### src/rtl/sync_pkg.sv
// Shared definitions for the multi-channel SYNC marker generator.
package sync_pkg;

  localparam int unsigned CNT_W_DEF = 20;
  localparam int unsigned PW_W_DEF  = 8;
  localparam int unsigned MODE_W    = 2;

  typedef enum logic [MODE_W-1:0] {
    MODE_OFF   = 2'b00,
    MODE_WIN   = 2'b01,
    MODE_PULSE = 2'b10,
    MODE_TOG   = 2'b11
  } mode_e;

endpackage

### src/rtl/sync_marker_ch.sv
// One marker channel: window/pulse/toggle state, pulse counter, output polarity.
module sync_marker_ch
  import sync_pkg::*;
#(
  parameter int unsigned CNT_W = CNT_W_DEF,
  parameter int unsigned PW_W  = PW_W_DEF
) (
  input  logic             clk,
  input  logic             rst,
  input  logic             valid,
  input  logic             clr,
  input  logic [CNT_W-1:0] cnt,
  input  logic [CNT_W-1:0] start_val,
  input  logic [CNT_W-1:0] end_val,
  input  mode_e            mode,
  input  logic             pol,
  input  logic [PW_W-1:0]  pw,
  output logic             sync_out
);

  logic            state_q, state_d;
  logic [PW_W-1:0] pcnt_q, pcnt_d;
  logic            out_q, out_d;
  logic            state_base;
  logic [PW_W-1:0] pcnt_base;
  logic            st, en;

  // Next channel state from the effective config; clr drops old-mode state first.
  always_comb begin
    state_base = clr ? 1'b0 : state_q;
    pcnt_base  = clr ? '0 : pcnt_q;
    st         = (cnt == start_val);
    en         = (cnt == end_val);
    state_d    = 1'b0;
    pcnt_d     = '0;
    if (valid) begin
      case (mode)
        MODE_WIN: begin
          if (en)      state_d = 1'b0;
          else if (st) state_d = 1'b1;
          else         state_d = state_base;
        end
        MODE_PULSE: begin
          if (st) begin
            pcnt_d  = (pw == '0) ? PW_W'(1) : pw;
            state_d = 1'b1;
          end else if (pcnt_base != '0) begin
            pcnt_d  = pcnt_base - PW_W'(1);
            state_d = (pcnt_base != PW_W'(1));
          end
        end
        MODE_TOG: state_d = st ? ~state_base : state_base;
        default:  state_d = 1'b0;
      endcase
    end
    out_d = state_d ^ pol;
  end

  // Channel registers.
  always_ff @(posedge clk) begin
    if (rst) begin
      state_q <= 1'b0;
      pcnt_q  <= '0;
      out_q   <= 1'b0;
    end else begin
      state_q <= state_d;
      pcnt_q  <= pcnt_d;
      out_q   <= out_d;
    end
  end

  assign sync_out = out_q;

endmodule

### src/rtl/sync_marker_gen.sv
// Multi-channel SYNC marker generator with period-aligned double-buffered config.
module sync_marker_gen
  import sync_pkg::*;
#(
  parameter int unsigned CNT_W = CNT_W_DEF,
  parameter int unsigned NCH   = 4,
  parameter int unsigned PW_W  = PW_W_DEF
) (
  input  logic                  CLK200,
  input  logic                  RST,
  input  logic                  SYNC_VALID,
  input  logic [CNT_W-1:0]      SYNC_CNT_IN,
  input  logic [NCH*CNT_W-1:0]  START_IN,
  input  logic [NCH*CNT_W-1:0]  END_IN,
  input  logic [MODE_W*NCH-1:0] MODE_IN,
  input  logic [NCH-1:0]        POL_IN,
  input  logic [NCH*PW_W-1:0]   PW_IN,
  input  logic                  CFG_LOAD,
  output logic                  CFG_PENDING,
  output logic [NCH-1:0]        SYNC_OUT
);

  logic [NCH*CNT_W-1:0]  sh_start_q, sh_start_d, act_start_q, act_start_d;
  logic [NCH*CNT_W-1:0]  sh_end_q, sh_end_d, act_end_q, act_end_d;
  logic [MODE_W*NCH-1:0] sh_mode_q, sh_mode_d, act_mode_q, act_mode_d;
  logic [NCH-1:0]        sh_pol_q, sh_pol_d, act_pol_q, act_pol_d;
  logic [NCH*PW_W-1:0]   sh_pw_q, sh_pw_d, act_pw_q, act_pw_d;
  logic                  pend_q, pend_d;
  logic                  swap;
  logic [NCH-1:0]        mode_clr;

  // Shadow capture and swap; the next active set doubles as this cycle's effective config.
  always_comb begin
    swap        = pend_q && (!SYNC_VALID || (SYNC_CNT_IN == '0));
    sh_start_d  = CFG_LOAD ? START_IN : sh_start_q;
    sh_end_d    = CFG_LOAD ? END_IN   : sh_end_q;
    sh_mode_d   = CFG_LOAD ? MODE_IN  : sh_mode_q;
    sh_pol_d    = CFG_LOAD ? POL_IN   : sh_pol_q;
    sh_pw_d     = CFG_LOAD ? PW_IN    : sh_pw_q;
    act_start_d = swap ? sh_start_q : act_start_q;
    act_end_d   = swap ? sh_end_q   : act_end_q;
    act_mode_d  = swap ? sh_mode_q  : act_mode_q;
    act_pol_d   = swap ? sh_pol_q   : act_pol_q;
    act_pw_d    = swap ? sh_pw_q    : act_pw_q;
    pend_d      = CFG_LOAD ? 1'b1 : (swap ? 1'b0 : pend_q);
    for (int unsigned i = 0; i < NCH; i++) begin
      mode_clr[i] = swap && (sh_mode_q[MODE_W*i +: MODE_W] != act_mode_q[MODE_W*i +: MODE_W]);
    end
  end

  // Config registers.
  always_ff @(posedge CLK200) begin
    if (RST) begin
      sh_start_q  <= '0;
      sh_end_q    <= '0;
      sh_mode_q   <= '0;
      sh_pol_q    <= '0;
      sh_pw_q     <= '0;
      act_start_q <= '0;
      act_end_q   <= '0;
      act_mode_q  <= '0;
      act_pol_q   <= '0;
      act_pw_q    <= '0;
      pend_q      <= 1'b0;
    end else begin
      sh_start_q  <= sh_start_d;
      sh_end_q    <= sh_end_d;
      sh_mode_q   <= sh_mode_d;
      sh_pol_q    <= sh_pol_d;
      sh_pw_q     <= sh_pw_d;
      act_start_q <= act_start_d;
      act_end_q   <= act_end_d;
      act_mode_q  <= act_mode_d;
      act_pol_q   <= act_pol_d;
      act_pw_q    <= act_pw_d;
      pend_q      <= pend_d;
    end
  end

  for (genvar g = 0; g < NCH; g++) begin : g_ch
    sync_marker_ch #(
      .CNT_W (CNT_W),
      .PW_W  (PW_W)
    ) u_ch (
      .clk       (CLK200),
      .rst       (RST),
      .valid     (SYNC_VALID),
      .clr       (mode_clr[g]),
      .cnt       (SYNC_CNT_IN),
      .start_val (act_start_d[g*CNT_W +: CNT_W]),
      .end_val   (act_end_d[g*CNT_W +: CNT_W]),
      .mode      (mode_e'(act_mode_d[MODE_W*g +: MODE_W])),
      .pol       (act_pol_d[g]),
      .pw        (act_pw_d[g*PW_W +: PW_W]),
      .sync_out  (SYNC_OUT[g])
    );
  end

  assign CFG_PENDING = pend_q;

endmodule
### config.mk
export PLATFORM = sky130hd
export DESIGN_NAME = sync_marker_gen
export DESIGN_NICKNAME = d
export VERILOG_FILES = /design/src/rtl/sync_pkg.sv /design/src/rtl/sync_marker_ch.sv /design/src/rtl/sync_marker_gen.sv
export SDC_FILE = /design/constraint.sdc
export NUM_CORES = 1
export LEC_CHECK = 0
export BUFFER_PORTS_ARGS = -buffer_cell sky130_fd_sc_hd__buf_2
export CAP_MARGIN = 20
export CORE_ASPECT_RATIO = 0.8
export CORE_MARGIN = 4
export CORE_UTILIZATION = 41
export DETAILED_ROUTE_END_ITERATION = 8
export GPL_ROUTABILITY_DRIVEN = 0
export SYNTH_ARGS = -nofsm -noshare
export SYNTH_HDL_FRONTEND = slang
export SYNTH_SLANG_ARGS = --single-unit
export TNS_END_PERCENT = 20
### constraint.sdc
create_clock -name CLK200 -period 5.8 [get_ports CLK200]
set_clock_uncertainty 0.2 [all_clocks]
set_input_delay 0.58 -clock CLK200 [delete_from_list [all_inputs] [get_ports CLK200]]
set_output_delay 0.58 -clock CLK200 [all_outputs]
set_load 0.005 [all_outputs]
==> results <==
- Along the worst path, the maximum fanout reaches 31.
- The CTS buffer count is 48.
- The number of nets handed over by synthesis was 2608.
- At the placement stage, the worst setup path has a slack of 585 ps.
- The clock period could shrink to 4820 ps.
- In the routed layout, each cell is associated on average with a via count of 5.38.
- Ranked by total cell area, the synthesized netlist is headed by dfxtp_1 43%, mux2i_1 14%, nor2_1 6.1%, nand2_1 5.9%, xnor2_1 4.9%.
- The die covers 54100 um^2.
- The first detailed-routing pass took 5 iterations.
- TritonCTS built the clock tree.
- The pin count of the biggest net entering global routing is 216.
- Compared with the post-synthesis result, the final layout area differs by 17.5%.
- In the routed design, unresolved DRC markers number 0.
- The first global-routing pass estimated 99.3 mm of wire.
- The number of post-CTS setup repair buffers is 0.
- Summing all multi-input logic gate instances after layout gives 10800 um^2.
- The clock passes through at most 3 buffers.
- The total routing resource utilization after global routing is 23.2%.
- STA puts the critical path data arrival time at 5130 ps.
- The count of warnings emitted by yosys is 0.
- The deepest level of the CTS H-tree is 2.
- The flow ran to the end, and the final reports show no timing, DRC or antenna violations.
- In the final layout, the share of cells above drive strength 1 is 14.3%.
- The most heavily used metal layer in global routing is met2.
- The critical path goes through buf_2 -> nor4_1 -> nand3_1 -> o21a_4 -> mux2i_1 -> a211o_1 -> nor4b_2 -> nand2_1 -> ha_1 -> a22o_1 -> or4_1 -> a31oi_1.
- The critical path in this run is classified as input port to flip-flop.
- In the finished design, the share of the clock period the worst path needs comes to 83.1%.
- Sequential elements use 43.5% of the synthesized area.
- The register cell area after layout is 8990 um^2.
- In the final design database the tool counted 2797 nets.
- In the final timing run, aggregate negative setup slack is 0 ps.
- The clock transition at the register clock pins on the worst setup and hold paths after CTS is 60 ps.
- The number of I/O port buffers is 232.
- After floorplanning, the core was sized to cover 49800 um^2.
- The last element of the critical path is g_ch[0].u_ch.sync_out.
- The count of inserted antenna diode cells is 0.
- STA classifies the critical path endpoint as a flip-flop.
- The top cell type's share of synthesized area is 43.5%.
- The net switching fraction of the power is 25.7%.
- In this run the worst setup path begins at SYNC_CNT_IN[16].
- In this run, the clock network consumes 43.9% of the power.
- The height of the die is 209 um.
- Measured against its own limit, the worst slew margin works out to 23.8%.
- For met3 alone, demand over resource in global routing was 4.53%.
- The internal portion of the total power is 5360 uW.
- The power per cell area is 297 nW/um^2.
- The die width is 259 um.
- The number of max-cap violations is 0.
- The relative contribution of sequential cells to total power is 46.1%.
- The detailed router finished its first iteration with 1686 violations.
- During I/O placement, the number of pins put on the boundary was 233.
- The worst-skew pair later-pin latency is 600 ps.
- The analysis attributes to cell leakage a power of 0.0104 uW.
- On the worst path, the slowest cell contributes a delay of 790 ps.
- The via total after detailed routing is 17583.
- The worst path meets setup with 978 ps of slack.
- Setup repair after global routing left no endpoint under its margin.
- After synthesis the netlist holds a flip-flop and latch count of 449.
- The net switching power is 1860 uW.
- The slack of the worst reg-to-reg path is 1170 ps.
- The TritonCTS sink count is 449.
- The flip-flop cell with the highest count after synthesis is dfxtp_1.
- After filler insertion, the fill cell instance count of the layout stands at 4715.
- For this configuration, the core starts out at a cell density of 41.6%.
- The path class of the tightest hold or removal check is input port to flip-flop.
- The number of cells on the worst reg-to-reg path is 11.
- The number of antenna violations at the first check in global routing is 1.
- dfxtp_1 takes more of the synthesized area than any other cell.
- Detailed placement finished with a half-perimeter wire length of 45.3 mm.
- The worst register-to-register path ends at g_ch[0].u_ch.sync_out.
- The final layout contains routed wiring with a total length of 64.7 mm.
- The standard-cell row count is 73.
- Setup violations remaining at the end of the flow were counted as 0.
- The startpoint identified for the worst register-to-register timing path is CFG_PENDING.
- The tree is rooted in a clkbuf_16.
- The number of gates resized after CTS was 0.
- The total standard cell area after synthesis is 20700 um^2.
- Synthesis produced 2364 cells.
- The count of final hold-check violations is 0.
- For this run, asynchronously set or reset flops after synthesis account for 0%.
- The number of slew-limit violations in the final report is 0.
- The per-cell routed wire length is 19.8 um.
- STA puts the critical path data required time at 6110 ps.
- The kind of launch point of the worst setup path is an input port.
- The average size of a mapped cell is 8.75 um^2.
- In this run the remaining antenna-violating nets after routing total 0.
- The slowest stage of the critical path is the nor4_1 cell.
- The achievable frequency is 0.207 GHz.
- Summed over all layers, the global routing overflow is 0.
- The global routing usage on met2 is 34.9%.
- The number of library cell types mapped by synthesis is 73.
- In the global route stage, met1 resource usage came out at 33.8%.
- Across the VDD grid, the largest voltage drop is 0.000192 V.
- At the pin with the least slew margin, the transition time is 1140 ps.
- The hold-fix buffer count after cts is 35.
- The via count of the first global-routing pass was 17142.
- The relative contribution of combinational cells to total power is 10.0%.
- The synthesized design contains 0 enable-type register cells.
-- cells in the mapped netlist (all sizes together), types with 16 or more instances --
library cell / number
or3: 25
o22ai: 21
nor2: 335
nor4: 29
nand2: 324
xnor2: 116
a21oi: 167
buf: 58
o21ai: 24
inv: 44
ha: 16
nand3: 16
clkbuf: 106
nor3: 29
xor2: 81
dfxtp: 449
nand4: 26
mux2i: 296
-- power by group through the flow --
stage          clock network, uW  registers (uW)  logic [uW]
6_report                    3170            3330         721
5_1_grt                     3350            3340         787
4_1_cts                     3230            3320         717
3_5_place_dp                   0            3390         694
3_3_place_gp                   0            3390         685
2_1_floorplan                  0            3330         476
-- area by class of cell --
cell class / count / area share, %
tap: 675 / 3.47
sequential: 449 / 37.0
inverter: 45 / 0.695
clock inverter: 17 / 1.02
multi-input combinational: 1706 / 44.6
timing repair buffer: 303 / 7.61
clock buffer: 72 / 5.60
-- how the worst min path moves through the flow --
stage                    start  slack (ps)  cells past startpoint         endpoint
4_1_cts           START_IN[30]         0.4                      3   sh_start_q[30]
2_1_floorplan     act_pw_q[24]         230                      2     act_pw_q[24]
5_1_grt           START_IN[68]          10                      3   sh_start_q[68]
6_report            END_IN[59]          20                      3     sh_end_q[59]
3_5_place_dp   act_start_q[34]         240                      2  act_start_q[34]
3_3_place_gp     act_end_q[40]         240                      2    act_end_q[40]
-- per-layer routing --
layer / vias to the layer above / part of all wire, %
met5: - / 0
met3: 97 / 7.7
met1: 8436 / 47
met2: 584 / 43
met4: 0 / 2.5
li1: 8466 / -
-- per-stage QoR --
stage	power [uW]	utilization [%]	cell area, um^2	std cells	hold WS (ps)
2_1_floorplan	3800	-	20700	2364	231
3_3_place_gp	4070	44.9	22300	3142	241
3_5_place_dp	4080	44.9	22300	3142	245
4_1_cts	7270	48.8	24300	3266	0.448
5_1_grt	7470	48.8	24300	3267	10.0
6_report	7220	48.8	24300	3267	24.3
-- critical path: cells and delay by family --
| kind | cells | cell delay (ps) |
|---|---|---|
| fa+ha+maj | 1 | 390 |
| simple gates | 5 | 2580 |
| buf+inv | 1 | 180 |
| compound gates | 4 | 1190 |
| mux | 1 | 190 |
-- layout by cell type, fill, tap and decap left out, types with 28 or more instances in the layout --
cell           instances
nor2_1               335
buf_4                 31
xor2_1                81
mux2i_1              289
nand2_1              324
inv_1                 44
xnor2_1              116
buf_2                231
nor3_1                28
dfxtp_1              449
clkbuf_16             48
a21oi_1              167
dlygate4sd3_1         35
-- state kept, by name (all words and copies together), names as in the netlist, 8 cells and up --
signal            flops
act_end_q            80
act_mode_q            8
act_pw_q             32
act_start_q          80
g_ch.u_ch.pcnt_q     32
sh_end_q             80
sh_mode_q             8
sh_pw_q              32
sh_start_q           80
-- kinds of logic after synthesis --
logic type      count (synthesis)  share of synthesized area [%]
flops                         449                           43.5
mux                           297                           14.5
compound gates                340                           10.5
buf+inv                       209                           4.19
simple gates                  856                           18.0
xor+xnor                      197                           8.34
fa+ha+maj                      16                          0.968
Power figures use the tool's default switching activity.
